File: config.mk
export PLATFORM = sky130hd
export DESIGN_NAME = period_decoder
export DESIGN_NICKNAME = d
export VERILOG_FILES = /design/src/rtl/decoder_pkg.sv /design/src/rtl/sym_fifo.sv /design/src/rtl/period_decoder.sv
export SDC_FILE = /design/constraint.sdc
export NUM_CORES = 1
export LEC_CHECK = 0
export BUFFER_PORTS_ARGS = -buffer_cell sky130_fd_sc_hd__buf_4
export CAP_MARGIN = 40
export CORE_ASPECT_RATIO = 1.2
export CORE_MARGIN = 1
export CORE_UTILIZATION = 47
export DETAILED_ROUTE_END_ITERATION = 7
export PLACE_DENSITY_LB_ADDON = 0.2
export SLEW_MARGIN = 10
export SYNTH_ARGS = -nofsm -noshare
export SYNTH_HDL_FRONTEND = slang
export SYNTH_SLANG_ARGS = --single-unit
File: constraint.sdc
create_clock -name clk -period 2.9 [get_ports clk]
set_clock_uncertainty 0.15 [all_clocks]
set_input_delay 0 -clock clk [delete_from_list [all_inputs] [get_ports clk]]
set_output_delay 0 -clock clk [all_outputs]
set_load 0.01 [all_outputs]
File: src/rtl/decoder_pkg.sv
// -----------------------------------------------------------------------------
// decoder_pkg
// Shared definitions for the period decoder slice: controller state encoding,
// symbol codes and symbol FIFO geometry.
// -----------------------------------------------------------------------------
package decoder_pkg;

    // Controller states
    typedef enum logic [1:0] {
        ST_IDLE     = 2'd0,
        ST_ACCUM    = 2'd1,
        ST_CLASSIFY = 2'd2,
        ST_PUSH     = 2'd3
    } state_e;

    // Symbol codes
    localparam logic [1:0] SYM_0   = 2'd0;
    localparam logic [1:0] SYM_1   = 2'd1;
    localparam logic [1:0] SYM_2   = 2'd2;
    localparam logic [1:0] SYM_INV = 2'd3;

    // Symbol FIFO geometry; the level needs one bit more than the pointers
    // so that "full" (4) is distinguishable from "empty" (0).
    localparam int FIFO_DEPTH = 4;
    localparam int FIFO_PTR_W = 2;
    localparam int FIFO_LVL_W = 3;

endpackage

File: src/rtl/sym_fifo.sv
// -----------------------------------------------------------------------------
// sym_fifo
// Four-entry first-word-fall-through FIFO holding {symbol, average} words.
// A push into a full FIFO is accepted only when a pop happens in the same
// cycle; otherwise the word is dropped (the parent flags the drop).
//
// Ports:
//   clk, reset_l   clock, asynchronous active-low reset
//   clr            synchronous clear of pointers and level (wins over push/pop)
//   push, wdata    write request and data
//   pop            read request (ignored while empty)
//   rdata          head word, valid while !empty
//   level          number of entries held (0..4)
//   full, empty    status flags
// -----------------------------------------------------------------------------
module sym_fifo
    import decoder_pkg::*;
#(
    parameter int WIDTH = 10
) (
    input  logic                  clk,
    input  logic                  reset_l,
    input  logic                  clr,
    input  logic                  push,
    input  logic                  pop,
    input  logic [WIDTH-1:0]      wdata,
    output logic [WIDTH-1:0]      rdata,
    output logic [FIFO_LVL_W-1:0] level,
    output logic                  full,
    output logic                  empty
);

    logic [WIDTH-1:0]      mem_q [FIFO_DEPTH];
    logic [FIFO_PTR_W-1:0] wr_ptr_q, wr_ptr_d;
    logic [FIFO_PTR_W-1:0] rd_ptr_q, rd_ptr_d;
    logic [FIFO_LVL_W-1:0] level_q, level_d;
    logic                  pop_ok;
    logic                  push_ok;

    assign empty = (level_q == '0);
    assign full  = (level_q == FIFO_LVL_W'(FIFO_DEPTH));

    // At full, a same-cycle pop frees the head slot, which is exactly the
    // slot the write pointer addresses, so the push can be taken.
    assign pop_ok  = pop & ~empty;
    assign push_ok = push & (~full | pop_ok);

    always_comb begin
        wr_ptr_d = wr_ptr_q;
        rd_ptr_d = rd_ptr_q;
        level_d  = level_q;
        if (clr) begin
            wr_ptr_d = '0;
            rd_ptr_d = '0;
            level_d  = '0;
        end else begin
            if (push_ok) begin
                wr_ptr_d = wr_ptr_q + FIFO_PTR_W'(1);
            end
            if (pop_ok) begin
                rd_ptr_d = rd_ptr_q + FIFO_PTR_W'(1);
            end
            case ({push_ok, pop_ok})
                2'b10:   level_d = level_q + FIFO_LVL_W'(1);
                2'b01:   level_d = level_q - FIFO_LVL_W'(1);
                default: level_d = level_q;
            endcase
        end
    end

    always_ff @(posedge clk or negedge reset_l) begin
        if (!reset_l) begin
            wr_ptr_q <= '0;
            rd_ptr_q <= '0;
            level_q  <= '0;
        end else begin
            wr_ptr_q <= wr_ptr_d;
            rd_ptr_q <= rd_ptr_d;
            level_q  <= level_d;
        end
    end

    // Storage carries no reset; the parent masks the head while empty.
    always_ff @(posedge clk) begin
        if (push_ok && !clr) begin
            mem_q[wr_ptr_q] <= wdata;
        end
    end

    assign rdata = mem_q[rd_ptr_q];
    assign level = level_q;

endmodule

File: src/rtl/period_decoder.sv
// -----------------------------------------------------------------------------
// period_decoder
// Averages groups of 2^AVG_LOG2 measured periods, classifies each average into
// a 2-bit symbol and queues {symbol, average} in a 4-entry FWFT FIFO.
// A period is captured once per rising edge of period_valid. AVG_LOG2 >= 1.
//
// Ports:
//   clk, reset_l   clock, asynchronous active-low reset
//   period_valid   level, high while the upstream period count is final
//   period         measured period in samples
//   flush          synchronous clear of accumulator, FIFO and overflow flag
//   sym_ready      downstream accepts the head symbol
//   sym_valid      FIFO head valid
//   sym, sym_avg   head symbol code and its averaged period (0 while empty)
//   fifo_level     entries held (0..4)
//   overflow       sticky: a symbol was dropped at a full FIFO
// -----------------------------------------------------------------------------
module period_decoder
    import decoder_pkg::*;
#(
    parameter int W_N_MAX  = 8,
    parameter int AVG_LOG2 = 2,
    parameter int TH_LO    = 20,
    parameter int TH_HI    = 40
) (
    input  logic               clk,
    input  logic               reset_l,
    input  logic               period_valid,
    input  logic [W_N_MAX-1:0] period,
    input  logic               flush,
    input  logic               sym_ready,
    output logic               sym_valid,
    output logic [1:0]         sym,
    output logic [W_N_MAX-1:0] sym_avg,
    output logic [2:0]         fifo_level,
    output logic               overflow
);

    localparam int ACC_W  = W_N_MAX + AVG_LOG2;
    localparam int CNT_W  = AVG_LOG2;
    localparam int FIFO_W = 2 + W_N_MAX;
    localparam logic [CNT_W-1:0] CNT_LAST = '1;

    // avg == 0 means no usable measurement; thresholds: [1,TH_LO) -> 0,
    // [TH_LO,TH_HI] -> 1, above TH_HI -> 2.
    function automatic logic [1:0] classify(input logic [W_N_MAX-1:0] avg_in);
        logic [31:0] avg_ext;
        avg_ext = 32'(avg_in);
        if (avg_in == '0) begin
            return SYM_INV;
        end else if (avg_ext < 32'(TH_LO)) begin
            return SYM_0;
        end else if (avg_ext <= 32'(TH_HI)) begin
            return SYM_1;
        end else begin
            return SYM_2;
        end
    endfunction

    logic               pv_q, pv_d;
    logic               capture;
    state_e             state_q, state_d;
    logic [ACC_W-1:0]   acc_q, acc_d;
    logic [CNT_W-1:0]   cnt_q, cnt_d;
    logic [1:0]         cls_sym_q, cls_sym_d;
    logic [W_N_MAX-1:0] cls_avg_q, cls_avg_d;
    logic [W_N_MAX-1:0] avg;
    logic               overflow_q, overflow_d;
    logic               push;
    logic               pop;
    logic               fifo_full;
    logic               fifo_empty;
    logic [FIFO_W-1:0]  fifo_rdata;
    logic [2:0]         level;

    // One capture per rising edge, however long period_valid stays high.
    assign capture = period_valid & ~pv_q;

    // Truncating average: sum of 2^AVG_LOG2 periods always fits W_N_MAX bits
    // once shifted back down.
    assign avg = W_N_MAX'(acc_q >> AVG_LOG2);

    assign sym_valid = ~fifo_empty;
    assign pop       = sym_valid & sym_ready;

    always_comb begin
        pv_d      = period_valid;
        state_d   = state_q;
        acc_d     = acc_q;
        cnt_d     = cnt_q;
        cls_sym_d = cls_sym_q;
        cls_avg_d = cls_avg_q;
        push      = 1'b0;

        case (state_q)
            ST_IDLE, ST_ACCUM: begin
                if (capture) begin
                    acc_d = acc_q + ACC_W'(period);
                    if (cnt_q == CNT_LAST) begin
                        cnt_d   = '0;
                        state_d = ST_CLASSIFY;
                    end else begin
                        cnt_d   = cnt_q + CNT_W'(1);
                        state_d = ST_ACCUM;
                    end
                end
            end
            ST_CLASSIFY: begin
                cls_avg_d = avg;
                cls_sym_d = classify(avg);
                state_d   = ST_PUSH;
                // The finished sum is consumed here, so a new edge now
                // starts the next group instead of being lost.
                if (capture) begin
                    acc_d = ACC_W'(period);
                    cnt_d = CNT_W'(1);
                end else begin
                    acc_d = '0;
                    cnt_d = '0;
                end
            end
            ST_PUSH: begin
                push = 1'b1;
                if (capture) begin
                    acc_d = acc_q + ACC_W'(period);
                    cnt_d = cnt_q + CNT_W'(1);
                end
                state_d = (capture || cnt_q != '0) ? ST_ACCUM : ST_IDLE;
            end
            default: begin
                state_d = ST_IDLE;
            end
        endcase

        // Flush overrides any capture, classification or push in flight.
        if (flush) begin
            state_d = ST_IDLE;
            acc_d   = '0;
            cnt_d   = '0;
            push    = 1'b0;
        end

        if (flush) begin
            overflow_d = 1'b0;
        end else begin
            overflow_d = overflow_q | (push & fifo_full & ~pop);
        end
    end

    always_ff @(posedge clk or negedge reset_l) begin
        if (!reset_l) begin
            pv_q       <= 1'b0;
            state_q    <= ST_IDLE;
            acc_q      <= '0;
            cnt_q      <= '0;
            overflow_q <= 1'b0;
        end else begin
            pv_q       <= pv_d;
            state_q    <= state_d;
            acc_q      <= acc_d;
            cnt_q      <= cnt_d;
            overflow_q <= overflow_d;
        end
    end

    // Classification result only matters while in ST_PUSH; no reset needed.
    always_ff @(posedge clk) begin
        cls_sym_q <= cls_sym_d;
        cls_avg_q <= cls_avg_d;
    end

    sym_fifo #(
        .WIDTH (FIFO_W)
    ) u_sym_fifo (
        .clk     (clk),
        .reset_l (reset_l),
        .clr     (flush),
        .push    (push),
        .pop     (pop),
        .wdata   ({cls_sym_q, cls_avg_q}),
        .rdata   (fifo_rdata),
        .level   (level),
        .full    (fifo_full),
        .empty   (fifo_empty)
    );

    // Head is masked while empty so outputs read zero after reset/flush.
    assign sym        = sym_valid ? fifo_rdata[FIFO_W-1 -: 2] : 2'b00;
    assign sym_avg    = sym_valid ? fifo_rdata[W_N_MAX-1:0] : '0;
    assign fifo_level = level;
    assign overflow   = overflow_q;

endmodule
=== Word level (Yosys, flattened, before mapping) ===
Memory sizes are Yosys's and may differ from the RTL's.
Cells that the tools add are included.

* Bits in writable memories: 40
* Input port bits: 13
* Output and inout port bits: 15
* ROM bits: 0
* Register bits after elaboration: 33
* Word-level logic and storage cells: 84
* Memories kept: 1
* Bits in latches: 0

{| class="wikitable"
|+ Memory list
! name !! depth !! bits a word !! rd ports !! clocked after Yosys merged registers in !! write ports !! RTL line !! source
|-
| u_sym_fifo.mem_q || 4 || 10 || 1 || 0 || 1 || sym_fifo.sv:33 || <nowiki>logic [WIDTH-1:0] mem_q [FIFO_DEPTH];</nowiki>
|}

* $lt $le $gt $ge: 2
* Reduce and logical (&&, ||, !) cells: 13
* Shift-type cells: 0
* $mul: 0
* Divide/modulo/power cells: 0
* Equal/unequal tests: 10
* Add/subtract/negate cells: 6
* Mux-type cells: 30
* Bitwise operators: 12

{| class="wikitable"
|+ Operators with widths
! cell !! count
|-
| $mux 2 || 14
|-
| $mux 10 || 2
|-
| $pmux 10 s2 || 1
|-
| $mux 8 || 2
|-
| $pmux 2 s3 || 2
|-
| $add 10x8->10 || 1
|-
| $eq 2x2->1 const B || 4
|-
| $le 8x6->1 const B || 1
|-
| $logic_not 8->1 || 1
|-
| $lt 8x5->1 const B || 1
|-
| $mux 1 || 7
|-
| $add 2x1->2 const B || 3
|-
| $and 1x1->1 || 6
|-
| $ne 3x3->1 const B || 2
|-
| $pmux 3 s2 || 1
|-
| $reduce_bool 2->1 || 3
|-
| $eq 2x1->1 const B || 2
|-
| $not 1->1 || 4
|-
| $add 3x1->3 const B || 1
|-
| $eq 3x3->1 const B || 1
|-
| $logic_not 3->1 || 1
|-
| $mux 3 || 1
|-
| $ne 3x1->1 const B || 1
|-
| $reduce_bool 3->1 || 1
|-
| 9 further kinds || 10
|}

=== Longest topological paths before layout ===
Gate-level depths: netlist (run 1).

* Depth in word-level cells: 9
* Mapped depth: 9
* Mapped depth without buffers: 8

=== Modules after synthesis ===
Synthesis (run 1) repeated with hierarchy kept, for this count alone.

* Cells, all modules: 283
* Area total of the unflattened synthesis: 3627.2 µm²

{| class="wikitable"
|+ Modules (own cells, without submodules)
! module !! instances !! area an instance (µm²) !! cells an instance !! sequential area each (µm²)
|-
| sym_fifo || 1 || 2016.9 || 119 || 1376.3
|-
| period_decoder || 1 || 1610.3 || 164 || 700.7
|}

=== Worst setup path before layout (run 1) ===
No wires, ideal clock.

* Kind: reg-to-reg
* Start point: register u_sym_fifo.level_q[2] (netlist: u_sym_fifo.level[2])
* End point: register u_sym_fifo.level_q[2] (netlist: u_sym_fifo.level[2])
* Buffers on the path: 1
* Data arrival time: 2.029 ns
* Path slack: 0.643 ns
* Stages on the path, launching flop included: 10
* Data required time: 2.672 ns
* Cell sequence: dfrtp_1 -> buf_2 -> or3_1 -> nand2_1 -> nor2_1 -> fa_1 -> nor3_1 -> a22o_1 -> a32oi_1 -> a21oi_1

* Longest elaborated chain between the ends: 9
* Elaborated cells between the ends (all ways): 15
* Those cells by class: add/sub: 2; eq/ne: 3; mux: 2; bitwise: 6; reduce/logical: 2

{| class="wikitable"
|+ RTL lines
! element !! RTL line !! source
|-
| from (decl) || sym_fifo.sv:36 || <nowiki>logic [FIFO_LVL_W-1:0] level_q, level_d;</nowiki>
|-
| from (signal assigned) || sym_fifo.sv:79 || <nowiki>level_q <= level_d;</nowiki>
|-
| $logic_not 3->1 || sym_fifo.sv:40 || <nowiki>assign empty = (level_q == '0);</nowiki>
|-
| $not 1->1 || sym_fifo.sv:45, period_decoder.sv:83 ||
|-
| $and 1x1->1 || period_decoder.sv:84 || <nowiki>assign pop = sym_valid & sym_ready;</nowiki>
|-
| $and 1x1->1 || sym_fifo.sv:45 || <nowiki>assign pop_ok = pop & ~empty;</nowiki>
|-
| $or 1x1->1 || sym_fifo.sv:46 || <nowiki>assign push_ok = push & (~full | pop_ok);</nowiki>
|-
| $and 1x1->1 || sym_fifo.sv:46 ||
|-
| $eq 2x1->1 / $eq 2x2->1 (equally long branches) || sym_fifo.sv:63 || <nowiki>case ({push_ok, pop_ok})</nowiki>
|-
| $pmux 3 s2 || sym_fifo.sv:63 ||
|-
| $mux 3 || sym_fifo.sv:52 || <nowiki>if (clr) begin</nowiki>
|}

Parallel ways exist; a longest one is shown, timed or not.
A chain may end at the register's enable or synchronous reset.

=== Worst setup path after layout (run 1) ===
* Start point: register u_sym_fifo.level_q[0] (netlist: u_sym_fifo.level[0])
* End point: register u_sym_fifo.level_q[2] (netlist: u_sym_fifo.level[2])

The elaborated chain is that of the path after synthesis.

==> results of run 1 <==
[kinds of logic (layout without fill, tap and decap cells)]
group | after synthesis | count (layout) | synth area share
and+or+nand+nor | 89 | 89 | 0.130
DFF | 73 | 73 | 0.581
AOI/OAI and AO/OA | 63 | 63 | 0.116
buffers and inverters | 25 | 83 | 0.0277
adders and majority gates | 16 | 16 | 0.0602
muxes | 15 | 15 | 0.0777
xor gates and xnor gates | 3 | 3 | 0.00735
[metrics by stage]
stage | instance area, µm² | setup slack (ps) | std cells | util
after CTS | 4230 | 128 | 429 | 0.579
final | 4270 | 177 | 432 | 0.583
after floorplan | 3570 | 643 | 284 | -
after global routing | 4270 | 17.0 | 432 | 0.583
after detailed placement | 3860 | 674 | 393 | 0.528
after global placement | 3860 | 714 | 393 | 0.528
[flip-flops by register name, summed over array words and instances (netlist names)]
| name | flops |
|---|---|
| acc_q | 10 |
| cls_avg_q | 8 |
| cls_sym_q | 2 |
| cnt_q | 2 |
| overflow | 1 |
| pv_q | 1 |
| state_q | 2 |
| u_sym_fifo.level | 3 |
| u_sym_fifo.mem_q | 40 |
| u_sym_fifo.rd_ptr_q | 2 |
| u_sym_fifo.wr_ptr_q | 2 |
[cells in the mapped netlist, drive strengths merged (3+ instances only)]
master,count
a211oi,3
a21o,5
a21oi,18
a31oi,4
and2,14
buf,5
clkbuf,5
dfrtp,23
edfxtp,50
ha,14
inv,15
mux2i,3
mux4,10
nand2,20
nand2b,4
nand3,4
nor2,23
nor2b,5
nor3,9
nor3b,3
o211ai,5
o21ai,11
o22ai,3
xor2,3
[what timing repair did]
| action | CTS | global route |
|---|---|---|
| gates resized for setup | 0 | 4 |
| hold endpoints to repair | 42 | 0 |
| endpoints found under the setup margin | 0 | 1 |
| buffers inserted | 0 | 3 |
| hold buffers | 20 | 0 |
[placed cells by master, fill, tap and decap left out, types with 5 or more instances in the layout]
| cell type | n |
|---|---|
| nor3_1 | 8 |
| dfrtp_1 | 21 |
| a21o_1 | 5 |
| nor2_1 | 22 |
| edfxtp_1 | 50 |
| a21oi_1 | 18 |
| dlygate4sd3_1 | 19 |
| clkbuf_8 | 9 |
| o21ai_0 | 11 |
| o211ai_1 | 5 |
| nand2_1 | 20 |
| inv_1 | 14 |
| buf_4 | 32 |
| mux4_2 | 10 |
| ha_1 | 14 |
| and2_1 | 14 |
| nor2b_1 | 5 |
[report_power, final]
part,internal [W],switching [W],leakage [nW],total [W]
registers,0.00114,0.0000760,0.765,0.00122
clock network,0.000304,0.000368,0.0818,0.000672
logic,0.000349,0.000277,0.889,0.000626
[layout make-up]
class                   count  area share
clock buffers              10      0.0299
clock inverters             6     0.00821
inverters                  15      0.0132
multi-input cells         186       0.329
flip-flops and latches     73       0.487
well taps                  90      0.0264
repair buffers             52       0.106
[how the worst max path moves through the flow]
stage	slack, ps	to	cells past startpoint	startpoint
after floorplan	640	u_sym_fifo.level[2]	9	u_sym_fifo.level[2]
final	180	u_sym_fifo.level[2]	9	u_sym_fifo.level[0]
after detailed placement	670	u_sym_fifo.level[2]	8	u_sym_fifo.level[0]
after CTS	130	u_sym_fifo.level[2]	9	u_sym_fifo.level[0]
after global routing	20	acc_q[4]	9	acc_q[0]
after global placement	710	u_sym_fifo.level[2]	8	u_sym_fifo.level[0]
[layer usage]
layer,track usage,vias up,routed length [µm]
li1,-,1167,-
met1,0.236,1183,2890
met2,0.331,44,3650
met3,0.0366,11,191
met4,0.0904,0,144
met5,0,-,0
==> flow_metrics.py, run 1 <==
metrics = {
    "global_routing": {
        "gr-total-overflow": 0,
        "antenna_found_initial": 0,
        "grt_pass1_wl_um": 11400,
        "grt_pass1_vias": 2333,
        "grt_usage": 0.196,
        "grt_max_degree": 26,
    },
    "synth": {
        "netlist.area_leader.share": 0.420,
        "synth_fp_nets": 313,
        "syn_area_per_cell_um2": 12.6,
        "yosysSeqAreaShare": 0.581,
        "synth-async-reset-ratio": 0.315,
        "synth-main-ff-cell": "edfxtp_1",
        "syn_area_um2": 3570,
        "synth_area_leader_cell": "edfxtp_1",
        "ys_warn_count": 0,
        "synth_cell_type_count": 48,
        "synth_edf_count": 50,
        "synthTopCellsByArea": "edfxtp_1 42%, dfrtp_1 16%, mux4_2 6.3%",
        "syn_inst": 284,
        "synth-seq-cells": 73,
    },
    "routing": {
        "drc": 0,
        "via_per_inst": 5.57,
        "vias": 2405,
        "drt_iter0_drc": 132,
        "dr.pass1.iters": 4,
        "totalWireLength_um": 6880,
        "wl_per_cell_um": 15.9,
        "detail-route-antenna-nets": 0,
    },
    "layout": {
        "seq_area_um2": 2080,
        "nFillCells": 621,
        "multiInputGateArea_um2": 1410,
        "insertedDiodeCount": 0,
        "fin_nets": 366,
        "drive_above_1_share": 0.196,
        "area_growth_pct": 19.4,
    },
    "clocking": {
        "clkLatencyLatePin_ps": 340,
        "cts_htree_levels": 3,
        "cts-root-buf": "clkbuf_8",
        "cts_buffer_depth": 2,
        "clock-sinks": 73,
        "cts_tree": "built",
        "numCtsBuffers": 9,
        "cts.clk_slew.worst_paths_ps": 80,
    },
    "worst_setup_path": {
        "crit_arrival_ps": 2850,
        "startpoint_type": "flop",
        "r2r-end": "u_sym_fifo.level[2]",
        "critPathSlowestCell": "dlygate4sd3_1",
        "critPathKind": "reg2reg",
        "cp.required_ps": 3030,
        "cp_max_fo": 5,
        "worstReg2RegStart": "u_sym_fifo.level[0]",
        "reg2reg_depth": 9,
        "max_stage_delay_ps": 560,
        "critPathTopFamily": "simple AND/OR/NAND/NOR gates",
        "critPathCaptureType": "flop",
        "path_buf_inv": 1,
        "timing.reg2reg.setup_slack_ps": 180,
        "cp_cell_sequence": "or3_1, nand2_1, nor2_1, fa_2, nor3_2, a22o_1, a32oi_1, a21oi_1, dlygate4sd3_1",
    },
    "pwr": {
        "p_leak_nw": 1.74,
        "p_per_area_nw_per_um2": 589,
        "power.total_w": 0.00251,
        "ir_worst_vdd_v": 0.000314,
    },
    "timing": {
        "slew_viol_final": 0,
        "grt_setup_unrepaired": "no",
        "setup_viol": 0,
        "fin_crit_ps": 2720,
        "tightest_slew_ps": 737,
        "slew-limit-headroom": 0.509,
        "clock.fmax_mhz": 367,
        "worst_hold_slack_ps": 185,
        "tns_ps": 0,
        "fin_crit_sh": 0.939,
        "hold_viol": 0,
    },
    "floorplanning": {
        "rows": 34,
        "core_area_um2": 7320,
        "die_w_um": 81.6,
        "initial_core_util": 0.488,
        "die_area_um2": 7960,
        "die_y_um": 97.5,
        "io_pins": 28,
    },
    "placement": {
        "port_buffers": 27,
        "dpl.hpwl_um": 4430,
        "routabilityCongestion": 0.789,
    },
    "flow_run": {
        "drv_cap": 0,
    },
    "min_path": {
        "holdPathEnd": "pv_q",
        "whs_path_depth": 2,
        "worstHoldPathType": "in2reg",
        "hold_start": "period_valid",
    },
    "status": {
        "status": "completed",
    },
}
Note: power is estimated with default switching activity, not from simulation.
==> run 2: changes to the inputs <==
- CORE_UTILIZATION: 47 -> 50
- CTS_CLUSTER_SIZE: unset -> 14
==> flow_metrics.py, run 2 (synthesis gave the netlist of run 1 again) <==
metrics = {
    "routing": {
        "drc": 0,
        "drt_iter0_drc": 100,
        "detail-route-antenna-nets": 0,
        "via_per_inst": 5.54,
        "totalWireLength_um": 6820,
        "vias": 2358,
        "dr.pass1.iters": 5,
        "wl_per_cell_um": 16.0,
    },
    "placement": {
        "dpl.hpwl_um": 4500,
        "dpl_cell_area_um2": 3860,
        "port_buffers": 27,
        "routabilityCongestion": 0.846,
    },
    "clocking": {
        "post-cts-setup-buffers": 0,
        "cts_buffer_depth": 2,
        "numCtsBuffers": 9,
        "clkLatencyLatePin_ps": 340,
        "cts_htree_levels": 3,
        "cts.clk_slew.worst_paths_ps": 80,
        "cts_tree": "built",
        "clock-sinks": 73,
        "cts-resized-gates": 0,
        "postCtsHoldBufs": 20,
        "cts-root-buf": "clkbuf_8",
    },
    "global_routing": {
        "grt_usage": 0.202,
        "gr-total-overflow": 0,
        "grt_pass1_vias": 2311,
        "grt_max_degree": 26,
        "grt_pass1_wl_um": 11000,
        "antenna_found_initial": 0,
    },
    "worst_setup_path": {
        "crit_arrival_ps": 2780,
        "critPathSlowestCell": "dlygate4sd3_1",
        "max_stage_delay_ps": 570,
        "cp_max_fo": 3,
        "critPathCaptureType": "flop",
        "cp.required_ps": 2970,
        "startpoint_type": "flop",
        "critPathKind": "reg2reg",
        "cp_cell_sequence": "ha_1, inv_1, fa_1, nor2b_1, o31a_1, a21oi_1, a222oi_1, nor2_1, dlygate4sd3_1",
    },
    "floorplanning": {
        "die_area_um2": 7490,
        "rows": 33,
        "initial_core_util": 0.521,
        "die_w_um": 79.2,
        "die_y_um": 94.6,
        "io_pins": 28,
        "core_area_um2": 6850,
    },
    "timing": {
        "slew_viol_final": 0,
        "clock.fmax_mhz": 369,
        "slew-limit-headroom": 0.504,
        "tns_ps": 0,
        "grt_setup_unrepaired": "no",
        "setup_viol": 0,
        "hold_viol": 0,
        "fin_crit_ps": 2710,
        "tightest_slew_ps": 745,
        "fin_crit_sh": 0.933,
    },
    "status": {
        "status": "completed",
    },
    "pwr": {
        "p_leak_nw": 1.74,
        "ir_worst_vdd_v": 0.000278,
        "p_per_area_nw_per_um2": 628,
    },
    "layout": {
        "fin_area_um2": 4290,
        "top_regs": "u_sym_fifo.mem_q (40), acc_q (10), cls_avg_q (8)",
        "mostFrequentLayoutCell": "edfxtp_1",
        "insertedDiodeCount": 0,
        "drive_above_1_share": 0.177,
        "nFillCells": 554,
        "regMostFlops": "u_sym_fifo.mem_q",
        "largest_reg_flops": 40,
        "mostFrequentLayoutCells": "50 x edfxtp_1, 29 x buf_4, 23 x dfrtp_1",
        "area_growth_pct": 20.0,
        "seq_area_um2": 2080,
        "multiInputGateArea_um2": 1400,
        "fin_nets": 363,
    },
    "min_path": {
        "worstHoldPathType": "in2reg",
    },
    "flow_run": {
        "drv_cap": 0,
    },
}
## run 2: cell types whose count changed in the layout (fill, tap and decap cells not counted), moves of 2 or more
cell	delta
clkinv_2	-4
buf_4	-3
bufinv_16	+2
clkinv_4	+2
dfrtp_1	+2
dfrtp_2	-2
## run 2: power breakdown
| part | switching (W) | total, W | internal (W) |
|---|---|---|---|
| Clock | 0.000390 | 0.000878 | 0.000488 |
| Sequential | 0.0000880 | 0.00123 | 0.00114 |
| Combinational | 0.000257 | 0.000588 | 0.000331 |
## run 2: layout make-up
cell class,count,area share
inverters,15,0.0131
clock inverters,6,0.0216
repair buffers,49,0.0998
flip-flops and latches,73,0.484
clock buffers,10,0.0298
well taps,87,0.0254
multi-input cells,186,0.326
## run 2: routing by layer
layer,vias to the layer above,share of wire,global-route usage
met4,0,0.018,0.0924
met1,1143,0.42,0.237
met5,-,0,0
met2,50,0.53,0.359
met3,10,0.033,0.0348
li1,1155,-,-
## run 2: per-stage QoR
stage	total power, W	setup WS [ps]	utilization	std cells	hold slack (ps)
finish	0.00269	193	0.626	426	174
floorplan	0.00160	643	-	284	-446
detailed placement	0.00181	673	0.563	390	-231
global route	0.00282	63.6	0.626	426	168
global placement	0.00179	717	0.563	390	-234
CTS	0.00271	214	0.626	426	161
## run 2: path summary, 6_finish.rpt
path | from | to | slack (ps) | cells past startpoint
max reg2reg | acc_q[0] | acc_q[4] | 190 | 9
max | acc_q[0] | acc_q[4] | 190 | 9
min reg2reg | cls_avg_q[7] | u_sym_fifo.mem_q[2][7] | 350 | 0
min in group asynchronous | reset_l | u_sym_fifo.rd_ptr_q[1] | 530 | 4
max in group asynchronous | reset_l | acc_q[3] | 1920 | 4
min | period_valid | pv_q | 170 | 2
## run 2: critical path, delay by kind of cell (launching register included)
family                   cells  cell delay [ps]
AO/OA/AOI/OAI                3              570
buffers and inverters        2              640
AND/OR/NAND/NOR              2              290
flip-flops                   1              350
adder cells (fa/ha/maj)      2              590
==> run 3: changes to the inputs <==
- CORE_ASPECT_RATIO: 1.2 -> 0.5
==> flow_metrics.py, run 3 (synthesis gave the netlist of run 1 again) <==
metrics = {
    "floorplanning": {
        "initial_core_util": 0.525,
        "core_area_um2": 6810,
        "io_pins": 28,
        "die_area_um2": 7510,
        "die_w_um": 122,
        "rows": 21,
        "die_y_um": 61.8,
    },
    "timing": {
        "fin_crit_ps": 2770,
        "hold_viol": 0,
        "setup_viol": 0,
        "grt_setup_unrepaired": "no",
        "worst_hold_slack_ps": 95.5,
        "tns_ps": 0,
        "slew_viol_final": 0,
        "clock.fmax_mhz": 361,
        "fin_crit_sh": 0.954,
        "slew-limit-headroom": 0.511,
        "tightest_slew_ps": 734,
    },
    "worst_setup_path": {
        "cp_max_fo": 3,
        "path_buf_inv": 2,
        "critPathCaptureType": "flop",
        "critPathKind": "reg2reg",
        "cp.required_ps": 2960,
        "crit_arrival_ps": 2820,
        "max_stage_delay_ps": 570,
        "critPathTopFamily": "buffers and inverters",
        "cp_cell_sequence": "ha_1, inv_1, fa_1, nor2b_1, o31a_1, a21oi_1, a222oi_1, nor2_1, dlygate4sd3_1",
        "startpoint_type": "flop",
        "critPathSlowestCell": "dlygate4sd3_1",
    },
    "layout": {
        "mostFrequentLayoutCell": "edfxtp_1",
        "fin_area_um2": 4330,
        "fin_nets": 361,
        "area_growth_pct": 21.0,
        "top_regs": "u_sym_fifo.mem_q (40), acc_q (10), cls_avg_q (8)",
        "drive_above_1_share": 0.169,
        "largest_reg_flops": 40,
        "nFillCells": 529,
        "insertedDiodeCount": 0,
        "final_util": 0.636,
        "mostFrequentLayoutCells": "50 x edfxtp_1, 29 x buf_4, 23 x dfrtp_1",
        "regMostFlops": "u_sym_fifo.mem_q",
    },
    "global_routing": {
        "grt_usage": 0.197,
        "grt_max_degree": 26,
        "antenna_found_initial": 0,
        "gr-total-overflow": 0,
        "grt_pass1_vias": 2232,
        "grt_pass1_wl_um": 10700,
    },
    "clocking": {
        "cts-root-buf": "clkbuf_16",
        "postCtsHoldBufs": 17,
        "cts-resized-gates": 0,
        "post-cts-setup-buffers": 0,
        "cts_htree_levels": 3,
        "cts_tree": "built",
        "cts_buffer_depth": 2,
        "cts.clk_slew.worst_paths_ps": 60,
        "numCtsBuffers": 9,
        "clkLatencyLatePin_ps": 330,
        "clock-sinks": 73,
    },
    "pwr": {
        "p_switching_w": 0.000742,
        "switching_share": 0.267,
        "ir_worst_vdd_v": 0.000383,
        "p_per_area_nw_per_um2": 642,
        "power.sequential.fraction": 0.443,
        "p_clk_frac": 0.346,
        "combPwrFrac": 0.210,
        "intPower_w": 0.00204,
        "p_leak_nw": 1.76,
    },
    "min_path": {
        "worstHoldPathType": "in2reg",
    },
    "routing": {
        "drt_iter0_drc": 142,
        "detail-route-antenna-nets": 0,
        "wl_per_cell_um": 15.8,
        "via_per_inst": 5.57,
        "drc": 0,
        "dr.pass1.iters": 5,
        "vias": 2391,
        "totalWireLength_um": 6770,
    },
    "status": {
        "status": "completed",
    },
    "placement": {
        "dpl.hpwl_um": 4490,
        "port_buffers": 27,
        "dpl_cell_area_um2": 3860,
        "routabilityCongestion": 0.838,
    },
    "flow_run": {
        "drv_cap": 0,
    },
}
run 3: metrics by stage:
step	std cells	total power (W)	setup slack (ps)
2_1_floorplan	284	0.00160	643
6_report	429	0.00278	132
3_5_place_dp	395	0.00181	603
3_3_place_gp	395	0.00180	716
5_1_grt	429	0.00292	2.14
4_1_cts	428	0.00279	190
run 3: final timing paths:
kind                               from                     end  slack (ps)  cells past startpoint
max                            acc_q[0]                acc_q[4]         130                      9
min                           period[6]                acc_q[6]         100                      5
max reg2reg                    acc_q[0]                acc_q[4]         130                      9
min reg2reg                cls_avg_q[0]  u_sym_fifo.mem_q[1][0]         350                      0
max in group asynchronous       reset_l                cnt_q[0]        1660                      4
min in group asynchronous       reset_l                acc_q[5]         530                      3
run 3: worst reg2reg max path: stages (launching register included):
cell and delay, ps:
dfrtp_1 360, ha_1 210, inv_1 70, fa_1 390, nor2b_1 220, o31a_1 200, a21oi_1 60, a222oi_1 330
nor2_1 80, dlygate4sd3_1 570
run 3: layer usage:
layer / wire length, µm / track usage
met1: 3100 / 0.243
met2: 3300 / 0.333
met3: 283 / 0.0611
met4: 80 / 0.0882
met5: 0 / 0
run 3: power groups by stage:
stage / clock network [W] / logic (W) / registers [W]
2_1_floorplan: 0 / 0.000391 / 0.00120
3_3_place_gp: 0 / 0.000549 / 0.00125
3_5_place_dp: 0 / 0.000560 / 0.00125
4_1_cts: 0.000982 / 0.000581 / 0.00123
5_1_grt: 0.00103 / 0.000649 / 0.00124
6_report: 0.000962 / 0.000585 / 0.00123
run 3: final cells by class:
class / instances / area [µm²] / share of cell area
tap: 92 / 115 / 0.0266
clock inverter: 6 / 35.0 / 0.00810
timing repair buffer: 47 / 415 / 0.0960
inverter: 15 / 56.3 / 0.0130
multi-input combinational: 186 / 1400 / 0.323
sequential: 73 / 2080 / 0.480
clock buffer: 10 / 229 / 0.0529
